`config.mk`:
```
export PLATFORM = sky130hd
export DESIGN_NAME = bcd_print_scheduler
export DESIGN_NICKNAME = d
export VERILOG_FILES = /design/src/rtl/bcd_print_pkg.sv /design/src/rtl/bcd_print_scheduler_rr_arbiter.sv /design/src/rtl/bcd_print_scheduler.sv
export SDC_FILE = /design/constraint.sdc
export NUM_CORES = 1
export LEC_CHECK = 0
export BUFFER_PORTS_ARGS = -buffer_cell sky130_fd_sc_hd__buf_4
export CORE_ASPECT_RATIO = 0.7
export CORE_MARGIN = 5
export CORE_UTILIZATION = 45
export CTS_CLUSTER_SIZE = 8
export DETAILED_ROUTE_END_ITERATION = 16
export GPL_ROUTABILITY_DRIVEN = 1
export MAX_ROUTING_LAYER = met4
export PLACE_DENSITY = 0.71
export REMOVE_ABC_BUFFERS = 1
export SLEW_MARGIN = 20
export SYNTH_ARGS = -nofsm -noshare
export SYNTH_HDL_FRONTEND = slang
export SYNTH_SLANG_ARGS = --single-unit
export TNS_END_PERCENT = 50
```
`constraint.sdc`:
```
create_clock -name clk -period 2.5 [get_ports clk]
set_clock_uncertainty 0.1 [all_clocks]
set_input_delay 0.25 -clock clk [delete_from_list [all_inputs] [get_ports clk]]
set_output_delay 0.25 -clock clk [all_outputs]
set_load 0.005 [all_outputs]
```
`src/rtl/bcd_print_pkg.sv`:
```
// Shared types and helpers for the BCD print scheduler: FSM states, ASCII constants,
// and digit indexing over the packed {tenK,thou,hund,tens,unit} BCD word.
package bcd_print_pkg;

  typedef enum logic [2:0] {
    ST_IDLE,
    ST_GRANT,
    ST_START,
    ST_WAIT,
    ST_CAPTURE,
    ST_SEND,
    ST_TERM
  } state_e;

  localparam logic [7:0]  ASCII_ZERO = 8'h30;
  localparam logic [7:0]  ASCII_ERR  = 8'h3F;
  localparam int unsigned NUM_DIGITS = 5;
  localparam int unsigned DIG_IDX_W  = 3;

  typedef logic [DIG_IDX_W-1:0] dig_idx_t;

  // Index 0 is the ten-thousands digit; index 4 is the units digit.
  localparam dig_idx_t DIG_UNIT = 3'd4;

  function automatic logic [3:0] digit_at(input logic [19:0] digits, input dig_idx_t idx);
    logic [3:0] d;
    case (idx)
      3'd0:    d = digits[19:16];
      3'd1:    d = digits[15:12];
      3'd2:    d = digits[11:8];
      3'd3:    d = digits[7:4];
      default: d = digits[3:0];
    endcase
    return d;
  endfunction

  function automatic dig_idx_t first_nonzero(input logic [19:0] digits);
    dig_idx_t idx;
    logic     found;
    idx   = DIG_UNIT;
    found = 1'b0;
    for (int unsigned k = 0; k < NUM_DIGITS - 1; k++) begin
      if (!found && digit_at(digits, dig_idx_t'(k)) != 4'h0) begin
        idx   = dig_idx_t'(k);
        found = 1'b1;
      end
    end
    return idx;
  endfunction

  function automatic logic [7:0] digit_to_ascii(input logic [3:0] d);
    return (d > 4'd9) ? ASCII_ERR : (ASCII_ZERO | {4'h0, d});
  endfunction

endpackage

```
`src/rtl/bcd_print_scheduler_rr_arbiter.sv`:
```
// Combinational round-robin arbiter: grants the first requesting index at or after ptr,
// wrapping around. The pointer register is owned by the parent.
module rr_arbiter #(
  parameter int unsigned N = 4,
  localparam int unsigned IW = (N > 1) ? $clog2(N) : 1
) (
  input  logic [N-1:0]  req,
  input  logic [IW-1:0] ptr,
  output logic [N-1:0]  grant,
  output logic [IW-1:0] grant_idx,
  output logic          any
);

  localparam logic [N-1:0] ONE = N'(1);

  int unsigned  cand;
  logic [N-1:0] cand_oh;

  always_comb begin
    grant     = '0;
    grant_idx = '0;
    any       = 1'b0;
    cand      = 0;
    cand_oh   = '0;
    for (int unsigned k = 0; k < N; k++) begin
      cand    = (32'(ptr) + k) % N;
      cand_oh = ONE << cand;
      if (!any && |(req & cand_oh)) begin
        any       = 1'b1;
        grant     = cand_oh;
        grant_idx = IW'(cand);
      end
    end
  end

endmodule

```
`src/rtl/bcd_print_scheduler.sv`:
```
// Shares one bin2BCD converter among NUM_REQ requesters (round-robin) and streams the
// result as ASCII with leading zeros suppressed, followed by TERM_CHAR, to a byte sink.
module bcd_print_scheduler
  import bcd_print_pkg::*;
#(
  parameter int unsigned NUM_REQ      = 4,
  parameter int unsigned DATA_WIDTH   = 16,
  parameter logic [7:0]  TERM_CHAR    = 8'h0D,
  parameter int unsigned CONV_TIMEOUT = 64
) (
  input  logic                          clk,
  input  logic                          rst_n,
  input  logic [NUM_REQ-1:0]            req_valid,
  input  logic [NUM_REQ*DATA_WIDTH-1:0] req_data,
  output logic [NUM_REQ-1:0]            req_ack,
  output logic                          conv_en,
  output logic [DATA_WIDTH-1:0]         conv_data,
  input  logic                          conv_done,
  input  logic [19:0]                   conv_digits,
  output logic [7:0]                    tx_data,
  output logic                          tx_valid,
  input  logic                          tx_ready,
  output logic                          busy,
  output logic                          err_timeout
);

  localparam int unsigned IW = (NUM_REQ > 1) ? $clog2(NUM_REQ) : 1;
  localparam int unsigned CW = $clog2(CONV_TIMEOUT + 1);

  typedef logic [IW-1:0] idx_t;
  typedef logic [CW-1:0] cnt_t;

  localparam cnt_t CNT_LAST = cnt_t'(CONV_TIMEOUT - 1);
  localparam idx_t IDX_LAST = idx_t'(NUM_REQ - 1);

  state_e                state_q, state_d;
  idx_t                  ptr_q, ptr_d;
  idx_t                  gnt_idx_q, gnt_idx_d;
  logic [NUM_REQ-1:0]    gnt_oh_q, gnt_oh_d;
  logic [DATA_WIDTH-1:0] conv_data_q, conv_data_d;
  cnt_t                  cnt_q, cnt_d;
  logic [19:0]           digits_q, digits_d;
  dig_idx_t              dig_idx_q, dig_idx_d;

  logic [NUM_REQ-1:0]    arb_grant;
  idx_t                  arb_idx;
  logic                  arb_any;
  logic [DATA_WIDTH-1:0] sel_data;

  rr_arbiter #(.N(NUM_REQ)) u_arb (
    .req       (req_valid),
    .ptr       (ptr_q),
    .grant     (arb_grant),
    .grant_idx (arb_idx),
    .any       (arb_any)
  );

  always_comb begin
    sel_data = '0;
    for (int unsigned i = 0; i < NUM_REQ; i++) begin
      if (gnt_oh_q[i]) sel_data = req_data[i*DATA_WIDTH +: DATA_WIDTH];
    end
  end

  always_ff @(posedge clk or negedge rst_n) begin
    if (!rst_n) begin
      state_q     <= ST_IDLE;
      ptr_q       <= '0;
      gnt_idx_q   <= '0;
      gnt_oh_q    <= '0;
      conv_data_q <= '0;
      cnt_q       <= '0;
      digits_q    <= '0;
      dig_idx_q   <= '0;
    end else begin
      state_q     <= state_d;
      ptr_q       <= ptr_d;
      gnt_idx_q   <= gnt_idx_d;
      gnt_oh_q    <= gnt_oh_d;
      conv_data_q <= conv_data_d;
      cnt_q       <= cnt_d;
      digits_q    <= digits_d;
      dig_idx_q   <= dig_idx_d;
    end
  end

  // The grant is chosen and frozen in IDLE so later req_valid changes cannot alter it.
  always_comb begin
    state_d     = state_q;
    ptr_d       = ptr_q;
    gnt_idx_d   = gnt_idx_q;
    gnt_oh_d    = gnt_oh_q;
    conv_data_d = conv_data_q;
    cnt_d       = cnt_q;
    digits_d    = digits_q;
    dig_idx_d   = dig_idx_q;
    case (state_q)
      ST_IDLE: begin
        if (arb_any) begin
          gnt_idx_d = arb_idx;
          gnt_oh_d  = arb_grant;
          state_d   = ST_GRANT;
        end
      end
      ST_GRANT: begin
        conv_data_d = sel_data;
        ptr_d       = (gnt_idx_q == IDX_LAST) ? '0 : gnt_idx_q + idx_t'(1);
        state_d     = ST_START;
      end
      ST_START: begin
        cnt_d   = '0;
        state_d = ST_WAIT;
      end
      ST_WAIT: begin
        if (conv_done) begin
          state_d = ST_CAPTURE;
        end else if (cnt_q == CNT_LAST) begin
          state_d = ST_IDLE;
        end else begin
          cnt_d = cnt_q + cnt_t'(1);
        end
      end
      ST_CAPTURE: begin
        digits_d  = conv_digits;
        dig_idx_d = first_nonzero(conv_digits);
        state_d   = ST_SEND;
      end
      ST_SEND: begin
        if (tx_ready) begin
          if (dig_idx_q == DIG_UNIT) state_d = ST_TERM;
          else dig_idx_d = dig_idx_q + dig_idx_t'(1);
        end
      end
      ST_TERM: begin
        if (tx_ready) state_d = ST_IDLE;
      end
      default: state_d = ST_IDLE;
    endcase
  end

  always_comb begin
    req_ack     = (state_q == ST_GRANT) ? gnt_oh_q : '0;
    conv_en     = (state_q == ST_START);
    conv_data   = conv_data_q;
    busy        = (state_q != ST_IDLE);
    err_timeout = (state_q == ST_WAIT) && !conv_done && (cnt_q == CNT_LAST);
    tx_valid    = (state_q == ST_SEND) || (state_q == ST_TERM);
    tx_data     = '0;
    if (state_q == ST_SEND) tx_data = digit_to_ascii(digit_at(digits_q, dig_idx_q));
    else if (state_q == ST_TERM) tx_data = TERM_CHAR;
  end

endmodule

```
Word-level counts from Yosys, hierarchy flattened
Cells that the tools add are included.

storage, ports and cells
  register bits = 57
  input port bits = 92
  output and inout port bits = 32

cells by class
  add/subtract/negate cells = 6
  magnitude comparators = 1
  equal/unequal tests = 20
  shift operators = 4
  multiplexer cells = 50
  bitwise gates (word level) = 4
  reductions and logical operators = 33

operators by type and width
  operator             count
  $mux 16              4
  $mux 4               12
  $mux 3               12
  $pmux 3 s7           1
  $and 4x4->4          4
  $pmux 4 s4           1
  $reduce_bool 4->1    4
  $reduce_or 4->1      4
  $shl 1x2->4 const A  4
  $mux 7               2
  $ne 2x2->1 const B   7
  $pmux 7 s2           1
  $eq 3x2->1 const B   4
  $eq 3x3->1 const B   4
  $mux 1               10
  $mux 2               5
  $logic_and 1x1->1    8
  $add 7x1->7 const B  1
  $eq 7x6->1 const B   1
  $logic_not 1->1      7
  $eq 3x1->1 const B   2
  $logic_not 3->1      2
  $mux 6               1
  $pmux 3 s2           1
  12 further kinds     16

Longest topological paths before layout
  depth after elaboration = 17
  mapped depth = 10
  mapped depth without buffers = 7

By module
Synthesis repeated with hierarchy kept, for this count alone.

unflattened totals
  cell total of the unflattened synthesis = 403
  area total of the unflattened synthesis = 3826.2 um2

by module, submodules not included
  module               instances  cells each  area an instance (um2)  sequential area each (um2)
  bcd_print_scheduler  1          335         3340.7                  1426.4
  rr_arbiter           1          68          485.5                   0.0

Worst setup path after synthesis
No wires, ideal clock.

  kind = register to register
  from = reg ptr_q[0]
  to = reg gnt_oh_q[2]
  arrival time = 1.876 ns
  path slack = 0.402 ns
  cell stages (with the launch flop) = 9
  path buffers = 1
  path through = dfrtp_1 inv_1 ha_1 buf_6 a222oi_1 nand2_1 a221oi_1 a2bb2oi_1 a21oi_1

between the ends
  longest elaborated chain between the ends = 14

ends and longest elaborated chain
  item                                                  line                       RTL
  start, declared                                       bcd_print_scheduler.sv:37  idx_t ptr_q, ptr_d;
  start signal, assigned                                bcd_print_scheduler.sv:77  ptr_q <= ptr_d;
  branches (longest 14 deep; another with $add 2x1->2)  --
  end signal, assigned                                  bcd_print_scheduler.sv:79  gnt_oh_q <= gnt_oh_d;
  end, declared                                         bcd_print_scheduler.sv:39  logic [NUM_REQ-1:0] gnt_oh_q, gnt_oh_d;

Several ways; the timed one is not identified.
A chain may end at the register's enable or synchronous reset.

Worst setup path after layout
  from = reg dig_idx_q[0]
  to = out tx_data[2]

between the ends
  longest elaborated chain between the ends = 6

ends and longest elaborated chain
  item                                line                        RTL
  start, declared                     bcd_print_scheduler.sv:43   dig_idx_t dig_idx_q, dig_idx_d;
  start signal, assigned              bcd_print_scheduler.sv:83   dig_idx_q <= dig_idx_d;
  $eq 3x2->1 (tied with other cells)  bcd_print_pkg.sv:27         case (idx)
  $pmux 4 s4 *                        bcd_print_pkg.sv:27
  $mux 4 *                            bcd_print_scheduler.sv:149  if (state_q == ST_SEND) tx_data = digit_to_ascii(digit_at(digits_q, dig_idx_q));
  $gt 4x4->1                          bcd_print_pkg.sv:52         return (d > 4'd9) ? ASCII_ERR : (ASCII_ZERO | {4'h0, d});
  $mux 4 *                            bcd_print_pkg.sv:52
  $mux 6 *                            bcd_print_scheduler.sv:149
  end, declared                       bcd_print_scheduler.sv:20   output logic [7:0] tx_data,

Mark *: on every way between the ends. The rest lies on a longest branch, timed or not. The select of a mux whose other input is x is not followed.

==> impl.org <==
** Setup path
- STA classifies the critical path startpoint as a flop.
- The worst setup path is of the flop to output pin kind.
- Endpoint type of the worst setup path :: output pin
- For the worst flop-to-flop path, the logic depth is 9.
- For the worst setup path, the data required time is 2.15 ns.
- The endpoint identified for the worst register-to-register timing path is gnt_oh_q[3].
- Start of the worst register-to-register path :: ptr_q[0]
- Crit path arrival time :: 2.06 ns
- Flop2flop setup slack :: 0.16 ns
- CP max FO :: 4

** GRT
- Vias in the first global route :: 3263
- The number of antenna violations at the first check in global routing was 0.
- Total congestion overflow :: 0
- First-pass GRT wire length :: 16700 µm
- Total routing resource utilization after global routing :: 22.0%
- Maximum number of pins on one net before global-route repair :: 58

** Synthesis
- Number of instances in the synthesized netlist :: 385
- The synthesized netlist contains 53 unique library cells.
- The cell area that synthesis handed to floorplanning was 3570 µm².
- Share of synthesized area occupied by flip-flops and latches :: 39.9%
- A synthesized cell averages 9.28 µm².
- Among all flip-flop cells after synthesis, the most frequent one is sky130_fd_sc_hd__dfrtp_1.
- Counting flops with an async set or reset pin after synthesis yields a share of 100%.
- Count of flip-flops with a built-in enable after synthesis :: 0
- Warning count from the yosys run :: 0
- Synthesis inferred 57 register bits.

** STA
- For this run, the top clock speed supported by timing is 0.415 GHz.
- Headroom to the max-slew limit :: 36.0%
- Hold Violations, Final :: 0
- For the pin with the worst max-slew slack, the measured transition is 0.960 ns.
- Final period demand of the worst path :: 2.41 ns
- Final clock period utilization by the worst path :: 96.4%
- Final critical-path setup slack :: 0.0909 ns
- Number of endpoints failing setup at the final stage :: 0
- Max-slew violation total from the final report :: 0

** Finish
- The finished cells cover 4840 µm².
- Compared with the post-synthesis result, the final layout area differs by 35.5%.
- Cells with a size suffix above 1 make up 33.7% of the layout.
- Summing all multi-input logic gate instances after layout gives 1990 µm².
- Number of nets in the final layout :: 604
- Final-layout fill cell count :: 642
- Reg area :: 1430 µm²
- Antenna fix cells :: 0

** Clock network
- Register clock-pin slew on the reported worst setup and hold paths :: 0.05 ns
- CTS built an H-tree with a depth of 3.
- CTS placed an instance of sky130_fd_sc_hd__clkbuf_16 at the clock tree root.
- Inserted Clock Buffers :: 9
- Counting along the longest clock path gives a buffer depth of 2.
- TritonCTS built the clock tree.
- CTS saw 57 sinks.
- Worst-Skew Late Latency :: 0.32 ns

** Placed design
- Placement-stage cell area :: 4520 µm²
- Count of buffers inserted at the top-level ports :: 121
- Place WS :: 0.114 ns
- Final RePlAce weighted congestion :: 0.958
- Sum of net half-perimeters after detailed placement :: 7870 µm

** Detailed routing
- Using the TritonRoute via totals, the vias-per-cell ratio works out to 5.66.
- Total via count after detailed routing :: 3424
- The first routing iteration left 308 violations.
- # DRC :: 0
- After detailed routing, the average wire length per cell comes to 17.6 µm.
- Final Routed Wirelength :: 10600 µm
- Number of optimization iterations in the first detailed-route pass :: 4
- The count of nets left with antenna violations once routing finished came out at 0.

** Min path
- In this run the worst hold path is classified as input port to flop.
- In this run the most critical hold path is launched from conv_digits[2].
- Min-Delay Endpoint :: digits_q[2]
- Worst hold path stage count :: 2

** Floorplanning
- Core box area :: 7800 µm²
- Die H :: 84.6 µm
- Die width :: 117 µm
- In this run the core area contains 27 standard-cell rows.
- The die covers 9850 µm².
- Effective utilization at floorplan :: 45.8%
- Pin placement for this block handled 124 I/O pins.

** Pwr
- Leak pwr :: 2.16 nW
- Power density over the cells :: 1270 nW/µm²
- The worst-case IR drop observed on VDD is 0.592 mV.

** Run
- The tool flagged a number of max-cap violations equal to 0.

** Status
- The run finished with clean final reports.
==> worst max-delay path by stage <==
| stage | start | end | slack (ns) | depth (start not counted) |
|---|---|---|---|---|
| 5_1_grt | ptr_q[0] | gnt_oh_q[2] | -0.01 | 8 |
| 6_report | dig_idx_q[0] | tx_data[2] | 0.09 | 8 |
| 2_1_floorplan | state_q[2] | dig_idx_q[1] | -0.50 | 5 |
| 3_5_place_dp | ptr_q[0] | gnt_oh_q[2] | 0.11 | 7 |
| 4_1_cts | dig_idx_q[0] | tx_data[0] | 0.07 | 8 |
| 3_3_place_gp | ptr_q[0] | gnt_oh_q[2] | 0.11 | 7 |
==> kinds of logic after synthesis <==
family | Yosys count | synth area share [%]
xor gates and xnor gates | 4 | 0.980
muxes | 21 | 6.62
other | 1 | 0.105
adders and majority gates | 11 | 3.85
AOI/OAI and AO/OA | 120 | 23.7
buffers and inverters | 38 | 5.60
and+or+nand+nor | 133 | 19.3
DFF | 57 | 39.9
==> metrics by stage <==
stage,TNS [ns],hold WS [ns],power (mW),cells,util [%]
finish,0,0.0529,6.14,605,62.0
global route,-0.0189,0.0567,6.63,605,62.0
CTS,0,0.0447,6.05,602,61.4
detailed placement,0,0.260,4.93,587,57.9
global placement,0,0.259,4.88,587,57.9
floorplan,-7.54,-0.146,3.72,356,-
==> critical path, stage by stage (launching register included) <==
cell and delay [ns]:
sky130_fd_sc_hd__dfrtp_1 0.41, sky130_fd_sc_hd__ha_1 0.22, sky130_fd_sc_hd__ha_1 0.23, sky130_fd_sc_hd__a22oi_1 0.18, sky130_fd_sc_hd__nand3_1 0.13, sky130_fd_sc_hd__o21a_1 0.16
sky130_fd_sc_hd__a21oi_1 0.13, sky130_fd_sc_hd__o22ai_1 0.12, sky130_fd_sc_hd__buf_4 0.16
==> layout by cell type (no fill, tap or decap), drive strengths merged, types with 10 or more instances in the layout <==
| master | count |
|---|---|
| nor3 | 19 |
| ha | 11 |
| buf | 132 |
| nor2 | 38 |
| a31oi | 10 |
| a21oi | 46 |
| a22oi | 13 |
| mux2 | 21 |
| a221oi | 21 |
| dfrtp | 57 |
| nand2 | 21 |
| clkbuf | 14 |
| nor2b | 19 |
==> sequential cells by signal (all words and copies together) (netlist names) <==
signal     count
digits_q      20
conv_data     16
cnt_q          7
gnt_oh_q       4
dig_idx_q      3
state_q        3
gnt_idx_q      2
ptr_q          2
==> cells in the mapped netlist, types with 3 or more instances <==
cell,n,area [µm²]
sky130_fd_sc_hd__nor2b_1,19,119
sky130_fd_sc_hd__and2_1,4,25.0
sky130_fd_sc_hd__xor2_1,4,35.0
sky130_fd_sc_hd__nand2_1,21,78.8
sky130_fd_sc_hd__buf_6,5,56.3
sky130_fd_sc_hd__a31oi_1,9,56.3
sky130_fd_sc_hd__a22oi_1,12,90.1
sky130_fd_sc_hd__a21oi_1,46,230
sky130_fd_sc_hd__o21ai_0,9,45.0
sky130_fd_sc_hd__nand4_1,4,25.0
sky130_fd_sc_hd__clkbuf_1,16,60.1
sky130_fd_sc_hd__mux2_1,12,135
sky130_fd_sc_hd__buf_4,4,30.0
sky130_fd_sc_hd__a22o_1,3,26.3
sky130_fd_sc_hd__nor2_1,37,139
sky130_fd_sc_hd__dfrtp_1,57,1430
sky130_fd_sc_hd__nand3_1,6,30.0
sky130_fd_sc_hd__o21a_1,4,30.0
sky130_fd_sc_hd__a221oi_1,20,175
sky130_fd_sc_hd__mux2_2,9,101
sky130_fd_sc_hd__ha_1,11,138
sky130_fd_sc_hd__nor3_1,18,90.1
sky130_fd_sc_hd__and3_1,6,37.5
sky130_fd_sc_hd__inv_1,8,30.0
sky130_fd_sc_hd__nor4_1,5,31.3
sky130_fd_sc_hd__buf_2,4,20.0
==> repair_timing <==
| action | 4_1_cts | 5_1_grt |
|---|---|---|
| gates resized for setup | 0 | 7 |
| setup endpoints to repair | 0 | 10 |
| buffers inserted | 0 | 2 |
| hold buffers | 1 | 0 |
| hold endpoints to repair | 57 | 0 |
==> final cells by class <==
class,instances,share of cell area [%]
multi-input combinational,292,41.2
sequential,57,29.5
timing repair buffer,133,20.7
clock buffer,14,5.45
tap,101,2.61
inverter,8,0.620
==> report_power, final <==
group          switching (mW)  internal (mW)
sequential              0.410           1.36
clock                   0.376          0.711
combinational            1.73           1.55
==> metal layers <==
metal,GRT usage (%),routed length [µm],vias up
met4,5.69,122,0
met5,-,0,-
li1,-,-,1672
met2,31.7,4960,110
met3,5.55,715,11
met1,30.9,4840,1631
No activity file was read; power rests on OpenSTA's default activity.
